### config.mk
export PLATFORM = sky130hd
export DESIGN_NAME = alu_shift_seq_flat
export DESIGN_NICKNAME = d
export VERILOG_FILES = /design/src/rtl/alu_shift_seq_pkg.sv /design/src/rtl/alu_shift_seq_if.sv /design/src/rtl/alu_shift_seq_shift_si_sel.sv /design/src/rtl/alu_shift_seq.sv /design/src/flat_wrapper.sv
export SDC_FILE = /design/constraint.sdc
export NUM_CORES = 1
export LEC_CHECK = 0
export CORE_UTILIZATION = 41
export CTS_BUF_LIST = sky130_fd_sc_hd__clkbuf_4 sky130_fd_sc_hd__clkbuf_8 sky130_fd_sc_hd__clkbuf_16
export DETAILED_ROUTE_END_ITERATION = 8
export PLACE_DENSITY_LB_ADDON = 0.1
export SLEW_MARGIN = 20
export SYNTH_ARGS = -nofsm -noshare
export SYNTH_HDL_FRONTEND = slang
export SYNTH_SLANG_ARGS = --single-unit
### constraint.sdc
create_clock -name clk -period 2.1 [get_ports clk]
set_clock_uncertainty 0.1 [all_clocks]
set_input_delay 0.21 -clock clk [delete_from_list [all_inputs] [get_ports clk]]
set_output_delay 0.21 -clock clk [all_outputs]
set_load 0.02 [all_outputs]
### src/rtl/alu_shift_seq_pkg.sv
// Shared ALU control definitions for the CB rotate/shift micro-sequencer.
// Holds the control-word layout, its field encodings and the fixed control words.
package alu_shift_seq_pkg;

  typedef enum logic {
    R_SH = 1'b0,
    L_SH = 1'b1
  } sh_t;

  typedef enum logic {
    SH_OE  = 1'b0,
    RES_OE = 1'b1
  } oe_t;

  typedef enum logic {
    BUS_LD = 1'b0,
    NO_LD  = 1'b1
  } ld_t;

  // CB opcode bits [5:3]
  typedef enum logic [2:0] {
    OP_RLC  = 3'd0,
    OP_RRC  = 3'd1,
    OP_RL   = 3'd2,
    OP_RR   = 3'd3,
    OP_SLA  = 3'd4,
    OP_SRA  = 3'd5,
    OP_SWAP = 3'd6,
    OP_SRL  = 3'd7
  } opsel_t;

  typedef enum logic [1:0] {
    ST_IDLE = 2'd0,
    ST_LOAD = 2'd1,
    ST_RES  = 2'd2,
    ST_DONE = 2'd3
  } seq_state_t;

  typedef struct packed {
    logic [7:0] op;
    logic       si;
    sh_t        sh;
    oe_t        oe;
    ld_t        la;
    ld_t        lb;
    logic       r;
    logic       s;
    logic       v;
    logic       ne;
    logic       ci;
    logic       l;
    logic       h;
  } alu_ctl_t;

  localparam alu_ctl_t ALU_CTL_IDLE = '{
    op: 8'h00, si: 1'b0, sh: R_SH, oe: RES_OE, la: NO_LD, lb: NO_LD,
    r: 1'b0, s: 1'b0, v: 1'b0, ne: 1'b0, ci: 1'b0, l: 1'b0, h: 1'b0
  };

  localparam alu_ctl_t ALU_CTL_RES = '{
    op: 8'h00, si: 1'b0, sh: R_SH, oe: RES_OE, la: NO_LD, lb: NO_LD,
    r: 1'b1, s: 1'b1, v: 1'b1, ne: 1'b0, ci: 1'b0, l: 1'b0, h: 1'b1
  };

  // Load/shift cycle: operand onto both ALU latches, shifter output enabled.
  function automatic alu_ctl_t load_ctl(logic [7:0] operand, logic si, sh_t sh);
    alu_ctl_t c;
    c    = ALU_CTL_IDLE;
    c.op = operand;
    c.si = si;
    c.sh = sh;
    c.oe = SH_OE;
    c.la = BUS_LD;
    c.lb = BUS_LD;
    c.r  = 1'b1;
    c.s  = 1'b1;
    c.v  = 1'b1;
    c.l  = 1'b1;
    return c;
  endfunction

endpackage

### src/rtl/alu_shift_seq_if.sv
// Decoder-side request/response and ALU-side control/status bundle of the sequencer.
interface alu_shift_seq_if;
  import alu_shift_seq_pkg::*;

  logic       start;
  logic       ready;
  logic [2:0] opsel;
  logic [7:0] operand;
  logic       carry_in;
  alu_ctl_t   alu_ctl;
  logic       alu_shift_dbl;
  logic [7:0] alu_result;
  logic       alu_zero;
  logic       done;
  logic [7:0] res;
  logic [3:0] flags;
  logic       err;

  modport slave (
    input  start, opsel, operand, carry_in, alu_shift_dbl, alu_result, alu_zero,
    output ready, alu_ctl, done, res, flags, err
  );

  modport master (
    output start, opsel, operand, carry_in, alu_shift_dbl, alu_result, alu_zero,
    input  ready, alu_ctl, done, res, flags, err
  );

endinterface

### src/rtl/alu_shift_seq_shift_si_sel.sv
// Shift-in bit and shift direction for each rotate/shift opcode.
module shift_si_sel
  import alu_shift_seq_pkg::*;
(
  input  opsel_t     i_opsel,
  input  logic [7:0] i_operand,
  input  logic       i_carry,
  output logic       o_si,
  output sh_t        o_sh
);

  always_comb begin
    o_si = 1'b0;
    o_sh = L_SH;
    case (i_opsel)
      OP_RLC: begin
        o_si = i_operand[7];
        o_sh = L_SH;
      end
      OP_RRC: begin
        o_si = i_operand[0];
        o_sh = R_SH;
      end
      OP_RL: begin
        o_si = i_carry;
        o_sh = L_SH;
      end
      OP_RR: begin
        o_si = i_carry;
        o_sh = R_SH;
      end
      OP_SLA: begin
        o_si = 1'b0;
        o_sh = L_SH;
      end
      // Arithmetic right shift replicates the sign bit.
      OP_SRA: begin
        o_si = i_operand[7];
        o_sh = R_SH;
      end
      OP_SRL: begin
        o_si = 1'b0;
        o_sh = R_SH;
      end
      default: begin
        o_si = 1'b0;
        o_sh = L_SH;
      end
    endcase
  end

endmodule

### src/rtl/alu_shift_seq.sv
// CB rotate/shift micro-sequencer: issues LOAD then RES ALU control words,
// captures carry, result and zero, and returns the byte plus {Z,N,H,C}.
module alu_shift_seq
  import alu_shift_seq_pkg::*;
(
  input  logic            clk,
  input  logic            reset_n,
  alu_shift_seq_if.slave  io_bus
);

  seq_state_t r_state;
  seq_state_t w_state_next;
  logic [7:0] r_operand;
  opsel_t     r_opsel;
  logic       r_carry;
  logic       r_c_shift;
  logic [7:0] r_res;
  logic [3:0] r_flags;
  logic       r_err;

  logic       w_ready;
  logic       w_req;
  logic       w_bad_op;
  logic       w_accept;
  logic       w_si;
  sh_t        w_sh;
  alu_ctl_t   w_ctl;

  assign w_ready  = (r_state == ST_IDLE) || (r_state == ST_DONE);
  assign w_req    = io_bus.start && w_ready;
  assign w_bad_op = (io_bus.opsel == OP_SWAP);
  assign w_accept = w_req && !w_bad_op;

  shift_si_sel u_si_sel (
    .i_opsel   (r_opsel),
    .i_operand (r_operand),
    .i_carry   (r_carry),
    .o_si      (w_si),
    .o_sh      (w_sh)
  );

  always_ff @(posedge clk or negedge reset_n) begin
    if (!reset_n) begin
      r_state <= ST_IDLE;
    end else begin
      r_state <= w_state_next;
    end
  end

  // Control word depends only on state and latched operands, never on start.
  always_comb begin
    w_state_next = r_state;
    w_ctl        = ALU_CTL_IDLE;
    case (r_state)
      ST_IDLE: begin
        if (w_accept) begin
          w_state_next = ST_LOAD;
        end
      end
      ST_LOAD: begin
        w_state_next = ST_RES;
        w_ctl        = load_ctl(r_operand, w_si, w_sh);
      end
      ST_RES: begin
        w_state_next = ST_DONE;
        w_ctl        = ALU_CTL_RES;
      end
      ST_DONE: begin
        w_state_next = w_accept ? ST_LOAD : ST_IDLE;
      end
      default: begin
        w_state_next = ST_IDLE;
      end
    endcase
  end

  always_ff @(posedge clk or negedge reset_n) begin
    if (!reset_n) begin
      r_operand <= 8'h00;
      r_opsel   <= OP_RLC;
      r_carry   <= 1'b0;
      r_c_shift <= 1'b0;
      r_res     <= 8'h00;
      r_flags   <= 4'h0;
      r_err     <= 1'b0;
    end else begin
      r_err <= w_req && w_bad_op;
      if (w_accept) begin
        r_operand <= io_bus.operand;
        r_opsel   <= opsel_t'(io_bus.opsel);
        r_carry   <= io_bus.carry_in;
      end
      if (r_state == ST_LOAD) begin
        r_c_shift <= io_bus.alu_shift_dbl;
      end
      // Carry is staged so visible flags change only together with the result.
      if (r_state == ST_RES) begin
        r_res   <= io_bus.alu_result;
        r_flags <= {io_bus.alu_zero, 1'b0, 1'b0, r_c_shift};
      end
    end
  end

  assign io_bus.ready   = w_ready;
  assign io_bus.alu_ctl = w_ctl;
  assign io_bus.done    = (r_state == ST_DONE);
  assign io_bus.res     = r_res;
  assign io_bus.flags   = r_flags;
  assign io_bus.err     = r_err;

endmodule

### src/flat_wrapper.sv
// flat-port wrapper written by rule: the top's interface ports become plain ports
module alu_shift_seq_flat import alu_shift_seq_pkg::*;
  (clk, reset_n, io_bus_start, io_bus_opsel, io_bus_operand, io_bus_carry_in, io_bus_alu_shift_dbl, io_bus_alu_result, io_bus_alu_zero, io_bus_ready, io_bus_alu_ctl, io_bus_done, io_bus_res, io_bus_flags, io_bus_err);
  alu_shift_seq_if io_bus_i ();
  input  logic clk;
  input  logic reset_n;
  input wire logic [$bits(io_bus_i.start)-1:0] io_bus_start;
  input wire logic [$bits(io_bus_i.opsel)-1:0] io_bus_opsel;
  input wire logic [$bits(io_bus_i.operand)-1:0] io_bus_operand;
  input wire logic [$bits(io_bus_i.carry_in)-1:0] io_bus_carry_in;
  input wire logic [$bits(io_bus_i.alu_shift_dbl)-1:0] io_bus_alu_shift_dbl;
  input wire logic [$bits(io_bus_i.alu_result)-1:0] io_bus_alu_result;
  input wire logic [$bits(io_bus_i.alu_zero)-1:0] io_bus_alu_zero;
  output wire logic [$bits(io_bus_i.ready)-1:0] io_bus_ready;
  output wire logic [$bits(io_bus_i.alu_ctl)-1:0] io_bus_alu_ctl;
  output wire logic [$bits(io_bus_i.done)-1:0] io_bus_done;
  output wire logic [$bits(io_bus_i.res)-1:0] io_bus_res;
  output wire logic [$bits(io_bus_i.flags)-1:0] io_bus_flags;
  output wire logic [$bits(io_bus_i.err)-1:0] io_bus_err;
  assign io_bus_i.start = io_bus_start;
  assign io_bus_i.opsel = io_bus_opsel;
  assign io_bus_i.operand = io_bus_operand;
  assign io_bus_i.carry_in = io_bus_carry_in;
  assign io_bus_i.alu_shift_dbl = io_bus_alu_shift_dbl;
  assign io_bus_i.alu_result = io_bus_alu_result;
  assign io_bus_i.alu_zero = io_bus_alu_zero;
  assign io_bus_ready = io_bus_i.ready;
  assign io_bus_alu_ctl = io_bus_i.alu_ctl;
  assign io_bus_done = io_bus_i.done;
  assign io_bus_res = io_bus_i.res;
  assign io_bus_flags = io_bus_i.flags;
  assign io_bus_err = io_bus_i.err;
  alu_shift_seq u_core (.clk(clk), .reset_n(reset_n), .io_bus(io_bus_i));
endmodule
# Yosys cells after proc, flatten, opt, wreduce, memory -nomap -nowiden
# Index checks and enable logic that the tools add are counted.
# W data, S select, Z words.
totals:
  register_bits: 26
  in_bits: 25
  out_inout_bits: 35
  wordCells: 34
op_classes:
  n_eq_ne: 10
  mux: 6
  n_reduce_logical: 10
op_table:
  columns: ["op", "count"]
  rows:
  - ["$pmux W20 S2", 1]
  - ["$eq A3 B3 Y1 const B", 3]
  - ["$pmux W2 S4", 1]
  - ["$eq A3 B2 Y1 const B", 2]
  - ["$eq A2 B2 Y1 const B", 2]
  - ["$reduce_or A2 Y1", 2]
  - ["$reduce_or A4 Y1", 1]
  - ["$eq A3 B1 Y1 const B", 1]
  - ["$logic_and A1 B1 Y1", 3]
  - ["$logic_not A3 Y1", 1]
  - ["$pmux W1 S3", 1]
  - ["$eq A2 B1 Y1 const B", 1]
  - ["$logic_not A2 Y1", 1]
  - ["$mux W1", 2]
  - ["$mux W2", 1]
  - ["$ne A2 B1 Y1 const B", 1]
  - ["$logic_not A1 Y1", 1]
  - ["$logic_or A1 B1 Y1", 1]

# Longest topological paths before layout
logic_depth:
  depth_word: 6
  depth_mapped: 6
  depth_no_buf: 5

# By module
# Synthesis repeated with hierarchy kept, for this count alone.
unflattened:
  hier_cells: 103
  area_unflattened_um2: 1343.8
by_module_without_submodules:
  columns: ["mod", "n_inst", "cells_each", "area_per_inst_um2", "seq_area_each_um2"]
  rows:
  - ["alu_shift_seq", 1, 98, 1297.5, 650.6]
  - ["shift_si_sel", 1, 5, 46.3, 0.0]

# Worst setup path before layout
# Ideal clock, no wire load.
synth_timing:
  path_type: "reg2out"
  from: "register u_core.r_state[0]"
  to: "output io_bus_alu_ctl[11]"
  arrival_time_ps: 1574
  required_time_ps: 1790
  slack_ps: 216
  path_stages_with_launch: 6
  path_cell_list: "dfrtp_1 > inv_1 > ha_1 > clkbuf_1 > nand2_1 > a21oi_1"
synth_via:
  elab_chain_len: 2
synth_lines:
  columns: ["element", "line_no", "rtl"]
  rows:
  - ["from (decl)", "alu_shift_seq.sv:11", "seq_state_t r_state;"]
  - ["from (signal assigned)", "alu_shift_seq.sv:46", "r_state <= w_state_next;"]
  - ["$eq A2 B2 Y1 or $eq A2 B1 Y1 (tied branches)", "alu_shift_seq.sv:54", "case (r_state)"]
  - ["$pmux W20 S2 (*)", "alu_shift_seq.sv:54", null]
  - ["to (decl)", "flat_wrapper.sv:15", "output wire logic [$bits(io_bus_i.alu_ctl)-1:0] io_bus_alu_ctl;"]
# Mark *: on every way between the ends. The rest lies on a longest branch, timed or not.

# Worst setup path in the final report
layout_timing:
  from: "register u_core.r_state[0]"
  to: "output io_bus_alu_ctl[14]"
# The elaborated chain is that of the path after synthesis.

==> summary.md <==
| Metric | Value |
|---|---|
| Status | finished, final reports clean |
| Layout cell share with drive strength beyond 1 | 25.6% |
| Dpl hpwl | 2060 µm |
| CP Capture Point | io_bus_alu_ctl[14] |
| Main combinational cell family by area after synthesis | multiplexers |
| Starting density of the core | 43.6% |
| Antenna-violating nets left | 0 |
| Arrival @ worst endpoint | 1.66 ns |
| Die H | 59.4 µm |
| Clk sink count | 26 |
| Global routing usage on met2 | 31.9% |
| Syn Area/Cell | 12.8 µm² |
| Global route overflow | 0 |
| Worst setup startpoint | u_core.r_state[0] |
| CTS root buffer | clkbuf_4 |
| Hold bufs inserted after CTS | 0 |
| Rel. slew slack | 65.8% |
| Die width | 59.4 µm |
| Placed instance area | 1920 µm² |
| Critical R2R Capture | u_core.r_state[0] |
| Drt wl/cell | 13.4 µm |
| CTS max path bufs | 2 |
| Logic gate share of total power | 62.7% |
| RSZ-0062 raised after global routing | no |
| Seq/Total Area, Yosys | 48.1% |
| Synth Instances | 106 |
| DIE AREA | 3530 µm² |
| Pin count of the biggest net entering global routing | 27 |
| Busiest layer in global routing | met2 |
| Synth warn | 0 |
| Cell Pwr Density | 1680 nW/µm² |
| WP data required | 1.79 ns |
| Period utilization | 94.0% |
| XOR/XNOR share of the synthesized area | 0.648% |
| Sequential Power Share | 27.3% |
| CP Class | flop to output pin |
| Antenna violations before repair | 0 |
| Worst r2r src | u_core.r_state[0] |
| Flops & latches, synth | 26 |
| Number of global-route vias before repair | 1013 |
| Drt pass-1 iters | 4 |
| Later-pin clock latency in the skew report | 0.31 ns |
| Total number of vias | 954 |
| Core ar. | 3100 µm² |
| Post-synth EDFFs | 0 |
| CTS HTree Levels | 1 |
| Max VDD drop | 0.699 mV |
| Sw power | 0.00131 W |
| Area Overhead vs Synth | 46.7% |
| Initial detailed-routing violation count | 21 |
| Clk slew on worst S/H paths | 0.14 ns |
| Ys async rst share | 100% |
| Ports | 60 |
| Pin slew with the least headroom to its limit | 0.500 ns |
| Crit end category | output pin |
| Number of library cell types mapped by synthesis | 28 |
| Mux contribution to synthesized area | 19.7% |
| Clock network fraction of design power | 10.0% |
| # rows | 20 |
| GR Util met3 | 2.62% |
| Setup TNS | 0 ns |
| Compound-Gate Fraction of Synth Area | 4.26% |
| Crit path time final | 1.97 ns |
| Post-Syn Area | 1350 µm² |
| Simple-gate share of the synthesized area | 12.4% |
| Reg2reg path depth | 6 |
| Max Slew Vio Count | 0 |
| Top FF cell, synth | dfrtp_1 |
| Wirelength, routed | 2740 µm |
| Reg-to-reg setup timing slack | 0.19 ns |
| Startpoint types | flop |
| Placer Congestion | 0.673 |
| DRC Markers | 0 |
| Fill count | 289 |
| Avg Vias per Cell | 4.68 |
| Design Area, Final | 1980 µm² |
| Final #Nets | 193 |
| Max cap viols | 0 |
| TritonCTS clock tree | done |
| Hold Crit Class | input port to async pin |
| CTS Buf Count | 3 |
| Met1 usage | 20.4% |
| FMAX | 0.507 GHz |
| Final setup fails | 0 |
| Max Fanout on Critical Path | 10 |
| Global-route wire length before repair | 4490 µm |
| Gr usage total | 17.6% |
| Int Pwr | 0.00202 W |
| Adder-Cell Fraction of Synth Area | 6.48% |
| Switching fraction of total power | 39.4% |
| Leakage | 0.976 nW |
| Final hold violations | 0 |
| Ant. Diodes | 0 |
| I/O Buffers | 55 |
cells in the final DEF (no fill, tap or decap), types with 5 or more instances in the layout:
master,instances
nor2_1,5
mux2_4,8
mux2_2,13
buf_4,5
ha_1,5
clkdlybuf4s50_1,37
dlygate4sd2_1,11
and3_1,8
dfrtp_1,26
critical path, cell delays in order, from the launching register on:
cell and delay (ns):
dfrtp_1 0.43, inv_1 0.10, ha_4 0.32, and3_1 0.17
dlygate4sd2_1 0.33
how the worst min path moves through the flow:
stage | startpoint | to | slack, ns | cells past startpoint
final | reset_n | u_core.io_bus.res[5] | 0.16 | 2
after global routing | reset_n | u_core.io_bus.flags[3] | 0.17 | 2
after CTS | reset_n | u_core.io_bus.res[4] | 0.16 | 2
after detailed placement | u_core.r_operand[2] | u_core.r_operand[2] | 0.39 | 1
after global placement | u_core.io_bus.res[4] | u_core.io_bus.res[4] | 0.39 | 1
after floorplan | reset_n | u_core.io_bus.err | -0.19 | 0
sequential cells by signal, summed over array words and instances, names as in the netlist:
register,flops
u_core.io_bus.err,1
u_core.io_bus.flags,2
u_core.io_bus.res,8
u_core.r_c_shift,1
u_core.r_carry,1
u_core.r_operand,8
u_core.r_opsel,3
u_core.r_state,2
layer usage:
layer | wire [µm] | up-vias
li1 | - | 461
met3 | 105 | 2
met5 | 0 | -
met1 | 1140 | 456
met2 | 1470 | 35
met4 | 17 | 0
cell usage after synthesis, types with 2 or more instances:
| library cell | n | area [µm²] |
|---|---|---|
| a21oi_1 | 3 | 15.0 |
| a31o_2 | 2 | 17.5 |
| and3_1 | 8 | 50.1 |
| buf_4 | 9 | 67.6 |
| clkbuf_1 | 2 | 7.51 |
| dfrtp_1 | 26 | 651 |
| ha_1 | 7 | 87.6 |
| inv_1 | 5 | 18.8 |
| mux2_2 | 13 | 146 |
| mux2_4 | 8 | 120 |
| nor2_1 | 5 | 18.8 |
| nor3_1 | 2 | 10.0 |
per-stage QoR:
stage / worst slack [ns] / utilization [%] / hold WS (ns) / power [W] / instances
global placement: 0.101 / 61.7 / 0.388 / 0.00302 / 200
finish: 0.127 / 64.0 / 0.163 / 0.00333 / 204
global route: 0.000293 / 64.0 / 0.175 / 0.00356 / 204
floorplan: 0.216 / - / -0.186 / 0.00230 / 109
CTS: -0.0170 / 63.5 / 0.158 / 0.00334 / 204
detailed placement: 0.0337 / 61.7 / 0.391 / 0.00307 / 200
power by group through the flow:
stage | Sequential, W | Combinational (W) | Clock [W]
6_report | 0.000909 | 0.00209 | 0.000333
5_1_grt | 0.000936 | 0.00225 | 0.000375
4_1_cts | 0.000907 | 0.00209 | 0.000349
3_5_place_dp | 0.000909 | 0.00216 | 0
3_3_place_gp | 0.000900 | 0.00212 | 0
2_1_floorplan | 0.00102 | 0.00128 | 0
timing repair:
item | CTS | global route
gates resized for setup | 20 | 8
setup buffers | 0 | 0
endpoints found under the setup margin | 17 | 29
pin swaps | 0 | 0
kinds of logic after synthesis:
family	count (synthesis)
other	1
buffers and inverters	18
AOI/OAI and AO/OA	8
and+or+nand+nor	24
DFF	26
xor gates and xnor gates	1
adders and majority gates	7
muxes	21
area by class of cell:
| type | count | area (µm²) | share of cell area (%) |
|---|---|---|---|
| clock inverter | 1 | 30.0 | 1.51 |
| inverter | 5 | 18.8 | 0.946 |
| sequential | 26 | 651 | 32.8 |
| timing repair buffer | 60 | 579 | 29.2 |
| clock buffer | 3 | 22.5 | 1.13 |
| tap | 44 | 55.1 | 2.77 |
| multi-input combinational | 65 | 628 | 31.7 |
(Power assumes the default switching activity.)
